<file path="src/rtl/grf_pkg.sv">
// Shared widths and constants for the GPR write-back path.
package grf_pkg;

  localparam int unsigned REG_AW       = 5;
  localparam int unsigned DATA_W       = 32;
  localparam int unsigned NREQ_DEFAULT = 3;
  localparam int unsigned NREG         = 1 << REG_AW;

  typedef logic [REG_AW-1:0] reg_addr_t;

  localparam reg_addr_t REG_ZERO = '0;

endpackage

</file>
<file path="src/rtl/rr_arbiter.sv">
// Round-robin selector: grants the lowest requesting index at or after ptr, wrapping.
module rr_arbiter #(
  parameter int unsigned NREQ  = 3,
  parameter int unsigned PTR_W = 2
) (
  input  logic [NREQ-1:0]  req,
  input  logic [PTR_W-1:0] ptr,
  output logic [NREQ-1:0]  grant
);

  logic [NREQ-1:0] hi_grant;
  logic [NREQ-1:0] lo_grant;
  logic            hi_found;
  logic            lo_found;

  // hi covers indices at/after ptr; lo is the wrapped fallback from index 0.
  always_comb begin
    hi_grant = '0;
    lo_grant = '0;
    hi_found = 1'b0;
    lo_found = 1'b0;
    for (int unsigned i = 0; i < NREQ; i++) begin
      if (req[i] && !lo_found) begin
        lo_grant[i] = 1'b1;
        lo_found    = 1'b1;
      end
      if (req[i] && (i >= 32'(ptr)) && !hi_found) begin
        hi_grant[i] = 1'b1;
        hi_found    = 1'b1;
      end
    end
    grant = hi_found ? hi_grant : lo_grant;
  end

endmodule

</file>
<file path="src/rtl/grf_wb_arbiter.sv">
// GPR write-back arbiter: round-robin over requesters, registered write port,
// pending-write scoreboard with operand busy/forward lookups.
module grf_wb_arbiter
  import grf_pkg::*;
#(
  parameter int unsigned NREQ = NREQ_DEFAULT
) (
  input  logic                     clk,
  input  logic                     reset,
  input  logic [NREQ-1:0]          req_valid,
  input  logic [NREQ*REG_AW-1:0]   req_addr,
  input  logic [NREQ*DATA_W-1:0]   req_data,
  input  logic [NREQ*DATA_W-1:0]   req_pc,
  output logic [NREQ-1:0]          req_ready,
  input  logic                     rsv_valid,
  input  logic [REG_AW-1:0]        rsv_addr,
  output logic                     rsv_ready,
  input  logic [REG_AW-1:0]        rs_addr,
  input  logic [REG_AW-1:0]        rt_addr,
  output logic                     rs_busy,
  output logic                     rt_busy,
  output logic                     rs_fwd,
  output logic                     rt_fwd,
  output logic                     wb_we,
  output logic [REG_AW-1:0]        wb_addr,
  output logic [DATA_W-1:0]        wb_data,
  output logic [DATA_W-1:0]        wb_pc
);

  localparam int unsigned PTR_W = (NREQ > 1) ? $clog2(NREQ) : 1;

  logic [PTR_W-1:0]  ptr_q, ptr_d;
  logic [NREG-1:0]   busy_q, busy_d;
  logic              wb_we_q, wb_we_d;
  logic [REG_AW-1:0] wb_addr_q, wb_addr_d;
  logic [DATA_W-1:0] wb_data_q, wb_data_d;
  logic [DATA_W-1:0] wb_pc_q, wb_pc_d;

  logic [NREQ-1:0]   grant;
  logic [PTR_W-1:0]  gnt_idx;
  logic [REG_AW-1:0] sel_addr;
  logic [DATA_W-1:0] sel_data;
  logic [DATA_W-1:0] sel_pc;
  logic              hs;

  rr_arbiter #(
    .NREQ  (NREQ),
    .PTR_W (PTR_W)
  ) u_rr (
    .req   (req_valid),
    .ptr   (ptr_q),
    .grant (grant)
  );

  always_comb begin
    gnt_idx  = '0;
    sel_addr = '0;
    sel_data = '0;
    sel_pc   = '0;
    for (int unsigned i = 0; i < NREQ; i++) begin
      if (grant[i]) begin
        gnt_idx  = PTR_W'(i);
        sel_addr = req_addr[i*REG_AW +: REG_AW];
        sel_data = req_data[i*DATA_W +: DATA_W];
        sel_pc   = req_pc[i*DATA_W +: DATA_W];
      end
    end
  end

  // Handshakes are suppressed combinationally while reset is held low.
  always_comb begin
    req_ready = grant & {NREQ{reset}};
    hs        = |(req_valid & req_ready);
    rsv_ready = reset && ((rsv_addr == REG_ZERO) || !busy_q[rsv_addr]);
    rs_busy   = busy_q[rs_addr];
    rt_busy   = busy_q[rt_addr];
    rs_fwd    = wb_we_q && (wb_addr_q == rs_addr) && (rs_addr != REG_ZERO);
    rt_fwd    = wb_we_q && (wb_addr_q == rt_addr) && (rt_addr != REG_ZERO);
    wb_we     = wb_we_q;
    wb_addr   = wb_addr_q;
    wb_data   = wb_data_q;
    wb_pc     = wb_pc_q;
  end

  always_comb begin
    ptr_d     = ptr_q;
    busy_d    = busy_q;
    wb_we_d   = hs && (sel_addr != REG_ZERO);
    wb_addr_d = wb_addr_q;
    wb_data_d = wb_data_q;
    wb_pc_d   = wb_pc_q;
    if (hs) begin
      ptr_d     = (gnt_idx == PTR_W'(NREQ - 1)) ? '0 : gnt_idx + PTR_W'(1);
      wb_addr_d = sel_addr;
      wb_data_d = sel_data;
      wb_pc_d   = sel_pc;
      busy_d[sel_addr] = 1'b0;
    end
    // Set after clear: an unreserved write racing a new reservation of the
    // same register leaves the new reservation in place.
    if (rsv_valid && rsv_ready && (rsv_addr != REG_ZERO)) begin
      busy_d[rsv_addr] = 1'b1;
    end
    busy_d[REG_ZERO] = 1'b0;
  end

  always_ff @(posedge clk or negedge reset) begin
    if (!reset) begin
      ptr_q     <= '0;
      busy_q    <= '0;
      wb_we_q   <= 1'b0;
      wb_addr_q <= '0;
      wb_data_q <= '0;
      wb_pc_q   <= '0;
    end else begin
      ptr_q     <= ptr_d;
      busy_q    <= busy_d;
      wb_we_q   <= wb_we_d;
      wb_addr_q <= wb_addr_d;
      wb_data_q <= wb_data_d;
      wb_pc_q   <= wb_pc_d;
    end
  end

endmodule

</file>
<file path="config.mk">
export PLATFORM = sky130hd
export DESIGN_NAME = grf_wb_arbiter
export DESIGN_NICKNAME = d
export VERILOG_FILES = /design/src/rtl/grf_pkg.sv /design/src/rtl/rr_arbiter.sv /design/src/rtl/grf_wb_arbiter.sv
export SDC_FILE = /design/constraint.sdc
export NUM_CORES = 1
export LEC_CHECK = 0
export CAP_MARGIN = 15
export CORE_MARGIN = 4
export CORE_UTILIZATION = 46
export CTS_BUF_LIST = sky130_fd_sc_hd__clkbuf_2 sky130_fd_sc_hd__clkbuf_4 sky130_fd_sc_hd__clkbuf_8
export CTS_CLUSTER_DIAMETER = 120
export DETAILED_ROUTE_END_ITERATION = 16
export HOLD_SLACK_MARGIN = 0.05
export PLACE_DENSITY = 0.92
export SETUP_SLACK_MARGIN = 0.2
export SYNTH_ARGS = -nofsm -noshare
export SYNTH_HDL_FRONTEND = slang
export SYNTH_HIERARCHICAL = 1
export SYNTH_SLANG_ARGS = --single-unit
</file>
<file path="constraint.sdc">
create_clock -name clk -period 5.7 [get_ports clk]
set_input_delay 0.855 -clock clk [delete_from_list [all_inputs] [get_ports clk]]
set_output_delay 0.855 -clock clk [all_outputs]
set_load 0.005 [all_outputs]
</file>
==> impl_metrics.json <==
{
  "clock.fmax_mhz": 219,
  "combPwrFrac": 0.520,
  "min_path_type": "reg2reg",
  "final_max_slew_viol_count": 0,
  "cpPeakStageDelay_ns": 0.82,
  "coreArea_mm2": 0.0133,
  "min-delay-start": "wb_pc[28]",
  "syn_avg_cell_area_um2": 8.62,
  "grt_pass1_vias": 6863,
  "crit_chain": "clkdlybuf4s50_1, mux4_1, a32oi_4, nand4_1, a221oi_1, clkdlybuf4s50_1",
  "fin_nets": 1219,
  "status": "finished clean",
  "std_cell_rows": 42,
  "netlist_area_mm2": 0.00631,
  "cts-root-buf": "clkbuf_8",
  "ant_nets": 0,
  "clkPwrFrac": 0.117,
  "utilization": 0.717,
  "cts_max_level": 3,
  "final-setup-viol-count": 0,
  "startpoint_type": "input port",
  "highest_layer": "met5",
  "p_switching_w": 0.00142,
  "synth.most_common_cell": "o21ai_0",
  "min_period_ns": 4.57,
  "p_seq_frac": 0.363,
  "drc": 0,
  "reg2reg_from": "ptr_q[1]",
  "grt_max_degree": 114,
  "wl_met1_um": 8680,
  "crit_fanout": 12,
  "wl_met2_um": 12000,
  "synth_area_leaders": "dfrtp_1, o21ai_0, a22oi_1, a21oi_1, nand2_1",
  "power_w": 0.00365,
  "regToRegSetupSlack_ns": 2.30,
  "drive_gt1_frac": 0.0592,
  "diodes": 0,
  "cts_setup_buffers": 0,
  "synth_top_area_share": 0.408,
  "wire_per_inst_um": 19.6,
  "antenna_found_initial": 1,
  "syn_inst": 732,
  "swShare": 0.389,
  "met3_length_um": 1690,
  "clk_pin_slew_worst_paths_ns": 0.10,
  "crit_top_cell": "clkdlybuf4s50_1",
  "clkLatencyLatePin_ns": 0.36,
  "yosysSeqAreaShare": 0.408,
  "drt-vias-per-instance": 5.85,
  "cp_num_buf_inv": 2,
  "clock-sinks": 103,
  "vias": 6852,
  "cts_buffers": 9,
  "start_util": 0.473,
  "synthTopCellsByCount": "o21ai_0, dfrtp_1, nand2_1",
  "grt_pass1_wl_um": 36300,
  "ctsHoldBuffers": 0,
  "cp.required_ns": 4.85,
  "maxCapViolCount": 0,
  "ys.flop_type": "dfrtp_1",
  "worstHoldEndpoint": "wb_pc[28]",
  "end_kind": "output port",
  "crit_family": "buffers and inverters",
  "cts.path.max_buffers": 2,
  "hold_viol": 0,
  "io_buffers": 305,
  "grt_use_total": 0.286,
  "grt-ovfl-total": 0,
  "slew_headroom": 0.300,
  "peakVddDrop_uv": 230,
  "regToRegEndpoint": "busy_q[11]",
  "cts_resized": 0,
  "critPathArrivalTime_ns": 3.71,
  "async_flop_share": 1.00,
  "dieWidth_um": 125,
  "synth-edff-count": 0,
  "slowest_stage": "clkdlybuf4s50_1",
  "finalSetupTns_ns": 0,
  "die_h_um": 125,
  "first_iter_violations": 562,
  "wl_um": 23000,
  "p_leak_nw": 3.83,
  "yosysTopAreaCell": "dfrtp_1",
  "syn_to_final_growth_pct": 51.6,
  "detailedPlacementHpwl_um": 17900,
  "fin_ws_ns": 1.13,
  "gp_congestion": 0.915,
  "critPathKind": "in2out",
  "rr_worst_depth": 7,
  "cts_tree": "yes",
  "powerDensity_mw_per_mm2": 382,
  "die-area_mm2": 0.0157,
  "rsz0062_at_grt": "false",
  "skew_ns": 0.0119,
  "whs_path_depth": 2,
  "yosys_register_bits": 103,
  "post-route-period-util": 0.801,
  "post-place-ws_ns": 1.15,
  "dr.pass1.iters": 5,
  "yosys_warnings": 6,
  "num-fill-cells": 1026,
  "p_int_w": 0.00223,
  "synth_nets": 960,
  "synth_cell_type_count": 47,
  "io_pins": 306,
  "tightest_slew_ns": 1.05
}
-- worst register-to-register path, stage by stage (launching register included) --
cell,delay [ns]
dfrtp_1,0.42
nor2b_1,0.29
o31a_2,0.59
buf_4,0.89
a22o_1,0.45
nand3_1,0.24
o21ai_0,0.25
o21ai_0,0.14
-- stage by stage --
stage	instances	cell area [um^2]	hold WS, ns
final	1172	9570	0.489
after global routing	1172	9570	0.525
after CTS	1172	9570	0.491
after detailed placement	1156	9390	0.469
after global placement	1156	9390	0.461
after floorplan	732	6310	0.473
-- cells by family (layout without fill, tap and decap cells) --
group	count (synthesis)	after routing	share of synthesized area
buf+inv	75	339	0.0503
xor+xnor	9	9	0.0125
flops	103	103	0.408
compound gates	297	297	0.284
simple gates	218	218	0.158
mux	30	30	0.0872
-- layout by cell type (no fill, tap or decap), drive strengths merged, types with 6 or more instances in the layout --
cell type,n
clkdlybuf4s50,304
o21ai,126
dfrtp,103
nand2,82
a21oi,76
nor2,73
a22oi,66
mux4,18
nand3,15
inv,12
clkbuf,10
nand3b,8
o31ai,8
buf,8
nor2b,8
mux2i,7
xor2,6
-- state kept, by name (all words and copies together), names as in the netlist --
name,count
busy_q,31
ptr_q,2
wb_addr,5
wb_data,32
wb_pc,32
wb_we,1
-- how the worst max path moves through the flow --
stage	startpoint	to	slack, ns	depth (start not counted)
2_1_floorplan	rt_addr[0]	rt_busy	2.56	5
3_3_place_gp	rsv_addr[0]	rsv_ready	1.19	6
6_report	rsv_addr[0]	rsv_ready	1.13	6
4_1_cts	rsv_addr[0]	rsv_ready	1.16	6
3_5_place_dp	rsv_addr[0]	rsv_ready	1.15	6
5_1_grt	rsv_addr[0]	rsv_ready	1.04	6
-- layout make-up --
cell class,instances,area [um^2],area share
timing repair buffer,312,3100,0.324
multi-input combinational,554,3440,0.360
sequential,103,2580,0.269
inverter,11,41.3,0.00431
clock buffer,10,138,0.0144
clock inverter,6,45.0,0.00471
tap,176,220,0.0230
-- power groups by stage --
stage / clock network, W / logic [W] / registers [W]
floorplan: 0 / 0.000902 / 0.00129
global placement: 0 / 0.00184 / 0.00131
detailed placement: 0 / 0.00189 / 0.00133
CTS: 0.000438 / 0.00190 / 0.00132
global route: 0.000468 / 0.00207 / 0.00137
finish: 0.000429 / 0.00190 / 0.00133
-- routing by layer --
metal  global-route usage  vias to the layer above
li1                     -                     3195
met1                0.347                     3267
met2                0.513                      338
met3               0.0640                       50
met4               0.0797                        2
met5                    0                        -
Note: power is estimated with default switching activity, not from simulation.
